===== src/rtl/axi_config_pkg.sv =====
// Shared constants and width helpers for the config-port arbiter and its rd/wr adapters.
package axi_config_pkg;

  localparam logic OP_READ  = 1'b0;
  localparam logic OP_WRITE = 1'b1;

  function automatic int port_idx_width(input int ports);
    return (ports > 1) ? $clog2(ports) : 1;
  endfunction

endpackage


===== src/rtl/axi_config_arb_fifo.sv =====
// Read-ID FIFO: remembers which requester issued each in-flight read, oldest at head.
module axi_config_arb_fifo #(
  parameter int WIDTH = 1,
  parameter int DEPTH = 4
) (
  input  logic             clk,
  input  logic             rst,
  input  logic             push,
  input  logic             pop,
  input  logic [WIDTH-1:0] din,
  output logic             full,
  output logic             empty,
  output logic [WIDTH-1:0] head
);

  localparam int PW = $clog2(DEPTH);
  localparam int CW = PW + 1;

  logic [WIDTH-1:0] r_mem [DEPTH];
  logic [PW-1:0]    r_wr_ptr;
  logic [PW-1:0]    r_rd_ptr;
  logic [CW-1:0]    r_count;
  logic             w_push;
  logic             w_pop;

  assign full  = (r_count == CW'(DEPTH));
  assign empty = (r_count == '0);
  assign head  = r_mem[r_rd_ptr];

  // A pop in the same cycle frees the slot, so push is legal at full when popping.
  assign w_pop  = pop && !empty;
  assign w_push = push && (!full || w_pop);

  always_ff @(posedge clk) begin
    if (w_push) r_mem[r_wr_ptr] <= din;
  end

  always_ff @(posedge clk) begin
    if (rst) begin
      r_wr_ptr <= '0;
      r_rd_ptr <= '0;
      r_count  <= '0;
    end else begin
      if (w_push) r_wr_ptr <= r_wr_ptr + 1'b1;
      if (w_pop)  r_rd_ptr <= r_rd_ptr + 1'b1;
      case ({w_push, w_pop})
        2'b10:   r_count <= r_count + 1'b1;
        2'b01:   r_count <= r_count - 1'b1;
        default: r_count <= r_count;
      endcase
    end
  end

endmodule


===== src/rtl/axi_config_arb.sv =====
// Round-robin arbiter sharing one register port between PORTS requesters; read
// responses are routed back to their issuer through an in-order ID FIFO.
module axi_config_arb
  import axi_config_pkg::*;
#(
  parameter int PORTS           = 2,
  parameter int ADDR_WIDTH      = 32,
  parameter int DATA_WIDTH      = 32,
  parameter int STRB_WIDTH      = DATA_WIDTH / 8,
  parameter int MAX_OUTSTANDING = 4
) (
  input  logic                        clk,
  input  logic                        rst,
  input  logic [PORTS-1:0]            s_req_valid,
  output logic [PORTS-1:0]            s_req_ready,
  input  logic [PORTS-1:0]            s_req_we,
  input  logic [PORTS*ADDR_WIDTH-1:0] s_req_addr,
  input  logic [PORTS*DATA_WIDTH-1:0] s_req_wdata,
  input  logic [PORTS*STRB_WIDTH-1:0] s_req_wstrb,
  output logic [PORTS-1:0]            s_resp_valid,
  output logic [DATA_WIDTH-1:0]       s_resp_rdata,
  output logic                        rd,
  output logic                        wr,
  output logic [ADDR_WIDTH-1:0]       addr,
  output logic [DATA_WIDTH-1:0]       wdata,
  output logic [STRB_WIDTH-1:0]       wstrb,
  input  logic [DATA_WIDTH-1:0]       rdata,
  input  logic                        rvalid,
  output logic                        err_unexpected
);

  localparam int PIW = port_idx_width(PORTS);

  logic [PIW-1:0]        r_rr_ptr;
  logic                  r_rd;
  logic                  r_wr;
  logic [ADDR_WIDTH-1:0] r_addr;
  logic [DATA_WIDTH-1:0] r_wdata;
  logic [STRB_WIDTH-1:0] r_wstrb;
  logic                  r_err;

  logic [PIW-1:0]        w_cand;
  logic                  w_found;
  logic                  w_cand_we;
  logic                  w_full;
  logic                  w_empty;
  logic [PIW-1:0]        w_head;
  logic                  w_blocked;
  logic                  w_accept;
  logic                  w_read_acc;
  logic                  w_bypass;
  logic                  w_push;
  logic                  w_pop;
  logic [PIW-1:0]        w_resp_idx;
  logic [ADDR_WIDTH-1:0] w_sel_addr;
  logic [DATA_WIDTH-1:0] w_sel_wdata;
  logic [STRB_WIDTH-1:0] w_sel_wstrb;

  // r_rr_ptr is the port with highest priority this cycle (last grant + 1).
  always_comb begin : rr_search
    int sum;
    w_cand  = '0;
    w_found = 1'b0;
    sum     = 0;
    for (int k = 0; k < PORTS; k++) begin
      sum = int'(r_rr_ptr) + k;
      if (sum >= PORTS) sum = sum - PORTS;
      if (!w_found && s_req_valid[PIW'(sum)]) begin
        w_found = 1'b1;
        w_cand  = PIW'(sum);
      end
    end
  end

  always_comb begin : payload_sel
    w_sel_addr  = '0;
    w_sel_wdata = '0;
    w_sel_wstrb = '0;
    for (int i = 0; i < PORTS; i++) begin
      if (w_cand == PIW'(i)) begin
        w_sel_addr  = s_req_addr[i*ADDR_WIDTH +: ADDR_WIDTH];
        w_sel_wdata = s_req_wdata[i*DATA_WIDTH +: DATA_WIDTH];
        w_sel_wstrb = s_req_wstrb[i*STRB_WIDTH +: STRB_WIDTH];
      end
    end
  end

  // A blocked read candidate stalls everyone rather than being skipped, keeping order fair.
  assign w_cand_we  = s_req_we[w_cand];
  assign w_blocked  = w_full && !rvalid;
  assign w_accept   = !rst && w_found && !((w_cand_we == OP_READ) && w_blocked);
  assign w_read_acc = w_accept && (w_cand_we == OP_READ);
  assign w_bypass   = w_read_acc && rvalid && w_empty;
  assign w_push     = w_read_acc && !w_bypass;
  assign w_pop      = !rst && rvalid && !w_empty;
  assign w_resp_idx = w_empty ? w_cand : w_head;

  axi_config_arb_fifo #(
    .WIDTH (PIW),
    .DEPTH (MAX_OUTSTANDING)
  ) u_id_fifo (
    .clk   (clk),
    .rst   (rst),
    .push  (w_push),
    .pop   (w_pop),
    .din   (w_cand),
    .full  (w_full),
    .empty (w_empty),
    .head  (w_head)
  );

  always_comb begin : handshake
    s_req_ready  = '0;
    s_resp_valid = '0;
    if (w_accept) s_req_ready[w_cand] = 1'b1;
    if (w_pop || w_bypass) s_resp_valid[w_resp_idx] = 1'b1;
  end

  always_ff @(posedge clk) begin
    if (rst) begin
      r_rr_ptr <= '0;
      r_rd     <= 1'b0;
      r_wr     <= 1'b0;
      r_addr   <= '0;
      r_wdata  <= '0;
      r_wstrb  <= '0;
      r_err    <= 1'b0;
    end else begin
      r_rd <= w_read_acc;
      r_wr <= w_accept && (w_cand_we == OP_WRITE);
      if (w_accept) begin
        r_addr   <= w_sel_addr;
        r_rr_ptr <= (w_cand == PIW'(PORTS - 1)) ? '0 : w_cand + 1'b1;
        if (w_cand_we == OP_WRITE) begin
          r_wdata <= w_sel_wdata;
          r_wstrb <= w_sel_wstrb;
        end
      end
      if (rvalid && w_empty && !w_bypass) r_err <= 1'b1;
    end
  end

  // Strobes are masked while rst is high so a pulse registered just before reset never escapes.
  assign rd             = r_rd && !rst;
  assign wr             = r_wr && !rst;
  assign addr           = r_addr;
  assign wdata          = r_wdata;
  assign wstrb          = r_wstrb;
  assign s_resp_rdata   = rdata;
  assign err_unexpected = r_err;

endmodule

===== config.mk =====
export PLATFORM = sky130hd
export DESIGN_NAME = axi_config_arb
export DESIGN_NICKNAME = d
export VERILOG_FILES = /design/src/rtl/axi_config_pkg.sv /design/src/rtl/axi_config_arb_fifo.sv /design/src/rtl/axi_config_arb.sv
export SDC_FILE = /design/constraint.sdc
export NUM_CORES = 1
export LEC_CHECK = 0
export BUFFER_PORTS_ARGS = -buffer_cell sky130_fd_sc_hd__buf_2
export CAP_MARGIN = 25
export CORE_MARGIN = 4
export CORE_UTILIZATION = 37
export CTS_CLUSTER_SIZE = 40
export DETAILED_ROUTE_END_ITERATION = 12
export PLACE_DENSITY = 0.75
export SLEW_MARGIN = 40
export SYNTH_ARGS = -nofsm -noshare
export SYNTH_HDL_FRONTEND = slang
export SYNTH_SLANG_ARGS = --single-unit

===== constraint.sdc =====
create_clock -name clk -period 2.67 [get_ports clk]
set_clock_uncertainty 0.05 [all_clocks]
set_input_delay 0.4005 -clock clk [delete_from_list [all_inputs] [get_ports clk]]
set_output_delay 0.4005 -clock clk [all_outputs]
set_load 0.005 [all_outputs]

Yosys cells after proc, flatten, opt, wreduce, memory -nomap -nowiden
Memories as Yosys holds them, arrays and structs flattened. A register that Yosys moved wholly into a read port is not among the register bits. Index checks and enable logic that the tools add are counted.

Logic and storage cells: 91. Input bits: 175. RAM bits: 4. Output and inout bits: 107. Memories: 1. Bits in latches: 0. Register bits: 79. Memory bits (read-only): 0.

Div/mod/pow operators: 0. Add/subtract/negate cells: 8. Multipliers: 0. Reductions and logical operators: 32. Bitwise operators: 1. Eq/ne operators: 3. Shifts and indexed selects: 0. $lt $le $gt $ge: 8. Mux-type cells: 28.

Memories: u_id_fifo.r_mem (depth 4, bits a word 1, rd ports 1, clocked after Yosys merged registers in 1, wr ports 1, line axi_config_arb_fifo.sv:19) `logic [WIDTH-1:0] r_mem [DEPTH];`.

Operators with widths (count): $mux 32 (2); $logic_and 1x1->1 (20); $mux 1 (18); $mux 2 (4); $logic_not 1->1 (7); $lt 1x3->1 const B (2); $pmux 3 s2 (1); $add 2x1->2 const B (2); $lt 1x2->1 const B (2); $mux 4 (1); $add 3x1->3 const B (1); $eq 3x3->1 const B (1); $logic_not 3->1 (1); $sub 3x1->3 const B (1); $add 1x1->2 const B (1); $demux 1 s1 (2); $eq 2x1->1 const B (1); $eq 2x2->1 const B (1); $ge 1x1->1 const B (2); $ge 1x2->1 const B (1); $ge 2x2->1 const B (1); $logic_or 1x1->1 (2); $reduce_and 2->1 (1); $reduce_bool 2->1 (1); other kinds (3) (4).

Logic depth before layout (Yosys ltp)
Depth in word-level cells: 23. Gate-level depth with buffers: 11. Gate-level depth less buffers: 11.

Cells and area by module
From an unflattened synthesis, not the netlist that was laid out.

Cell total of the unflattened synthesis: 488. Area total of the unflattened synthesis: 4715.8 um^2.

By module, submodules not included: axi_config_arb (seq. area each 1441.4 um^2, instances 1, area an instance 4077.7 um^2, cells an instance 429); axi_config_arb_fifo (seq. area each 300.3 um^2, instances 1, area an instance 638.1 um^2, cells an instance 59).

Worst setup path after synthesis
No wires, ideal clock.

Kind: input port to flip-flop. Start: in rst. End: reg u_id_fifo.r_count[2]. Arrival: 2.454 ns. Data required time: 2.549 ns. Path buffers: 1. Slack: 0.096 ns. Stages on the path: 11. Library setup time: 0.071 ns. Cells stage by stage: buf_2 > nor2b_1 > a2111o_1 > and2_1 > inv_1 > ha_1 > inv_1 > fa_1 > xor2_1 > or3_1 > a21oi_1.

Cells in the longest elaborated chain, start to end: 11. Elaborated cells between the ends (all ways): 17. Those cells by class: 2 x eq/ne; 1 x mux; 14 x reduce/logical.

Ends and longest elaborated chain: from (decl) (line axi_config_arb.sv:13) `input logic rst,`; $logic_not 1->1 (line axi_config_arb.sv:91, axi_config_arb.sv:95); $logic_and 1x1->1 (2 in series) (line axi_config_arb.sv:91) `assign w_accept = !rst && w_found && !((w_cand_we == OP_READ) && w_blocked);`; $logic_and 1x1->1 (line axi_config_arb.sv:92) `assign w_read_acc = w_accept && (w_cand_we == OP_READ);`; $logic_and 1x1->1 (2 in series) (line axi_config_arb.sv:93) `assign w_bypass = w_read_acc && rvalid && w_empty;`; $logic_not 1->1 (line axi_config_arb.sv:94) `assign w_push = w_read_acc && !w_bypass;`; $logic_and 1x1->1 (line axi_config_arb.sv:94); $logic_and 1x1->1 (line axi_config_arb_fifo.sv:32) `assign w_push = push && (!full || w_pop);`; $eq 2x1->1 / $eq 2x2->1 (equally long branches) (line axi_config_arb_fifo.sv:46) `case ({w_push, w_pop})`; $pmux 3 s2 / $reduce_bool 2->1 (equally long branches); to (signal assigned) (line axi_config_arb_fifo.sv:47) `2'b10: r_count <= r_count + 1'b1;`; to (signal assigned) (line axi_config_arb_fifo.sv:48) `2'b01: r_count <= r_count - 1'b1;`; to (signal assigned) (line axi_config_arb_fifo.sv:49) `default: r_count <= r_count;`; to (decl) (line axi_config_arb_fifo.sv:22) `logic [CW-1:0] r_count;`.

Several ways; a longest one is shown, not always the timed one. A chain may end at the register's enable or synchronous reset.

Worst setup path after layout
Start: reg r_rr_ptr. End: out s_req_ready[1].

Cells in the longest elaborated chain, start to end: 11. Elaborated cells between the ends (all ways): 21. Those cells by class: 3 x add/sub; 4 x order compare; 9 x mux; 1 x bitwise; 4 x reduce/logical.

Ends and longest elaborated chain: from (decl) (line axi_config_arb.sv:34) `logic [PIW-1:0] r_rr_ptr;`; from (signal assigned) (line axi_config_arb.sv:133) `r_rr_ptr <= (w_cand == PIW'(PORTS - 1)) ? '0 : w_cand + 1'b1;`; $add 1x1->2, or another cell as far along (line axi_config_arb.sv:66) `sum = int'(r_rr_ptr) + k;`; $ge 2x2->1, or another cell as far along (line axi_config_arb.sv:67) `if (sum >= PORTS) sum = sum - PORTS;`; $mux 1 (on tied branches) (line axi_config_arb.sv:67, axi_config_arb.sv:68); $mux 1 * (line axi_config_arb.sv:68) `if (!w_found && s_req_valid[PIW'(sum)]) begin`; parallel branches: the longest is 6 deep, another holds $lt 1x2->1; $mux 2 * (line axi_config_arb.sv:115) `if (w_accept) s_req_ready[w_cand] = 1'b1;`; to (decl) (line axi_config_arb.sv:15) `output logic [PORTS-1:0] s_req_ready,`.

Every way passes the cells marked *. The select of a mux whose other input is x is not followed.

==> metrics.md <==
| Metric | Value |
|---|---|
| FF-to-FF setup slack | `0.19 ns` |
| Leak pwr | `0.00241 uW` |
| Pwr Total | `2740 uW` |
| Area leader, netlist | `dfxtp_1` |
| Hold wc startpoint | `s_req_wdata[59]` |
| Fraction of registers with async set/reset | `0%` |
| Rel. slew slack | `62.1%` |
| CP delay by family, top | `buffers and inverters` |
| Worst Path Arrival | `2.06 ns` |
| Adder-cell share of the synthesized area | `2.05%` |
| Share of the synthesized area in the top cell type | `40.2%` |
| CTS buffer count | `9` |
| Period utilization | `94.2%` |
| VDD IR max | `0.000225 V` |
| Post-DR wirelength/cell | `15.2 um` |
| Crit-path slowest cell | `buf_4` |
| CP Cell Sequence | `buf_4, mux2i_2, a21oi_4, and2_1, buf_2` |
| Starting DRT DRC Count | `286` |
| Worst reg2reg path depth | `10` |
| Final net count | `811` |
| Hold endpoint | `wdata[27]$_SDFFE_PP0P_` |
| Final HPWL DP | `8910 um` |
| Fmax | `398 MHz` |
| DR vias | `3865` |
| Status | `complete, no violations` |
| Vias per cell | `5.01` |
| Most frequent cell after synthesis | `dfxtp_1` |
| Unrepaired setup endpoints after global routing | `no` |
| CP startpoint kind | `register` |
| DRT Wirelength | `11700 um` |
| Worst-path clk slew | `0.09 ns` |
| Total global-route track usage | `17.6%` |
| Largest net degree at the start of global routing | `81` |
| Hold WC Path Type | `input pin to register` |
| Reported max-cap violation count | `0` |
| Layout Area Growth over Synthesis | `29.4%` |
| Number of antenna violations at the first check in global routing | `1` |
| TritonCTS clock tree | `yes` |
| Detail Route Antenna Nets | `0` |
| Sequential share of the synthesized area | `43.2%` |
| Synth Area in Simple Gates | `18.2%` |
| Post-Synthesis Net Count | `637` |
| R2R Path End | `u_id_fifo.r_count[2]$_SDFFE_PP0P_` |
| Crit path buf inv count | `2` |
| Yosys warns | `0` |
| Cell Count, Final, Fillers Out | `772` |
| # setup viols final | `0` |
| Distinct cell type count after synthesis | `41` |
| Worst Path Required | `2.22 ns` |
| Worst-path maximum fanout | `36` |
| IO buf count | `216` |
| Num rows | `37` |
| Worst Path Class, Setup | `register to output pin` |
| DRC Markers | `0` |
| Setup Fix Bufs, Post-CTS | `0` |
| Final GP Congestion | `0.921` |
| Core area | `10500 um2` |
| Initial Utilization | `38.6%` |
| Post-route minimum period | `2.51 ns` |
| CTS max path bufs | `2` |
| Post-synthesis mux area share | `9.09%` |
| Gate Count Post-Synth | `456` |
| Final hold violations | `0` |
| Synth Area in Compound Gates | `16.2%` |
| Vias in the first global route | `3646` |
| EDFF count, synth | `4` |
| First-pass DRT Iterations | `4` |
| Mean post-synth cell area | `8.85 um2` |
| DIE AREA | `12600 um2` |
| CTS sink count | `85` |
| Pins Over Slew Limit | `0` |
| Top cells by area, synth | `dfxtp_1 40%, mux2i_1 8.2%, a311oi_1 7.8%, nor2_1 7.3%, nand2_1 6.8%` |
| Mapped Area | `4040 um2` |
| First-pass GRT wire length | `18100 um` |
| CTS Root Cell | `clkbuf_8` |
| Worst-Skew Late Latency | `0.36 ns` |
| Power Density | `525 nW/um2` |
| Worst hold slack | `0.249 ns` |
| Resized cells post-CTS | `0` |
| Final core occ | `49.9%` |
| Reg2reg start | `u_id_fifo.r_count[2]$_SDFFE_PP0P_` |
| Share of cells above drive strength 1 | `40.3%` |
| Placed Cells | `754` |
| Most frequent cells after synthesis | `81 x dfxtp_1, 78 x nor2_1, 73 x nand2_1` |
| # hold bufs at CTS | `0` |
| DIE HEIGHT | `112 um` |
| Die width | `112 um` |
| Hold Crit Depth | `3` |
| CP max stage delay | `0.48 ns` |
| Post-Synth XOR/XNOR Area | `0.868%` |
| Actual slew at the worst max-slew pin | `0.568 ns` |
| # IOs | `282` |
| Worst Setup End Kind | `output pin` |
| CTS H-tree depth | `3` |
| GR Overflow Total | `0` |
| Seq cells post-synth | `85` |
| Top_reg_cell synth | `dfxtp_1` |
| Combinational family with the most area after synthesis | `simple AND/OR/NAND/NOR gates` |
-- metal layers --
layer,vias to the layer above,global-route usage [%],wire [um]
met5,-,0,0
met1,1742,20.4,4490
met4,0,6.97,258
met3,21,5.50,1150
li1,1910,-,-
met2,192,30.1,5840
-- cells by family after synthesis --
family                   Yosys count
AO/OA/AOI/OAI                     79
buffers and inverters             73
multiplexers                      35
adder cells (fa/ha/maj)            6
AND/OR/NAND/NOR                  174
flip-flops                        85
XOR/XNOR                           4
-- registers in the layout, summed over array words and instances (netlist names), named ones only --
name	flops
addr	32
wdata	32
u_id_fifo.r_mem	4
wstrb	4
u_id_fifo.r_count	3
u_id_fifo.r_rd_ptr	2
u_id_fifo.r_wr_ptr	2
err_unexpected	1
r_rd	1
r_rr_ptr	1
r_wr	1
-- layout make-up --
cell class                 count  area [um2]
clock inverter                 5        33.8
antenna                        1        2.50
sequential                    85        1740
multi-input combinational    298        1880
tap                          136         170
inverter                       7        26.3
fill                        1007        5240
timing repair buffer         229        1220
clock buffer                  11         151
-- cells in the final DEF (no fill, tap or decap), types with 6 or more instances in the layout --
cell type / Yosys / final
nand2_1: 73 / 73
inv_1: 6 / 6
clkbuf_8: 0 / 11
a211oi_1: 32 / 32
dfxtp_1: 81 / 80
a311oi_1: 36 / 36
mux2i_1: 33 / 33
buf_4: 34 / 10
nor2_1: 78 / 78
nor2b_1: 6 / 6
buf_2: 16 / 216
-- worst min-delay path, cell delays in order --
cell,delay (ns)
buf_2,0.09
nand2_1,0.04
a311oi_1,0.07
-- stage by stage --
step	setup TNS [ns]	setup WS [ns]	instance area (um2)
after floorplan	0	0.0959	4040
after global placement	0	0.0741	5010
after detailed placement	-0.0274	-0.0274	5010
after CTS	0	0.124	5200
after global routing	0	0.0410	5220
final	0	0.156	5220
-- how the worst max path moves through the flow --
stage,endpoint,slack [ns],cells past startpoint,startpoint
after floorplan,u_id_fifo.r_count[2]$_SDFFE_PP0P_,0.1,11,rst
after global placement,u_id_fifo.r_count[2]$_SDFFE_PP0P_,0.07,11,rvalid
after detailed placement,u_id_fifo.r_count[2]$_SDFFE_PP0P_,-0.03,11,rvalid
after CTS,s_req_ready[1],0.12,5,r_rr_ptr$_SDFFE_PP0N_
after global routing,s_req_ready[1],0.04,5,r_rr_ptr$_SDFFE_PP0N_
final,s_req_ready[1],0.16,5,r_rr_ptr$_SDFFE_PP0N_
-- power by group --
| part | internal, uW | switching [uW] | leakage [uW] |
|---|---|---|---|
| combinational | 243 | 247 | 0.00160 |
| sequential | 1350 | 40.4 | 0.000702 |
| clock | 390 | 470 | 0.0000996 |
| total | 1990 | 757 | 0.00241 |
Note: power is estimated with default switching activity, not from simulation.
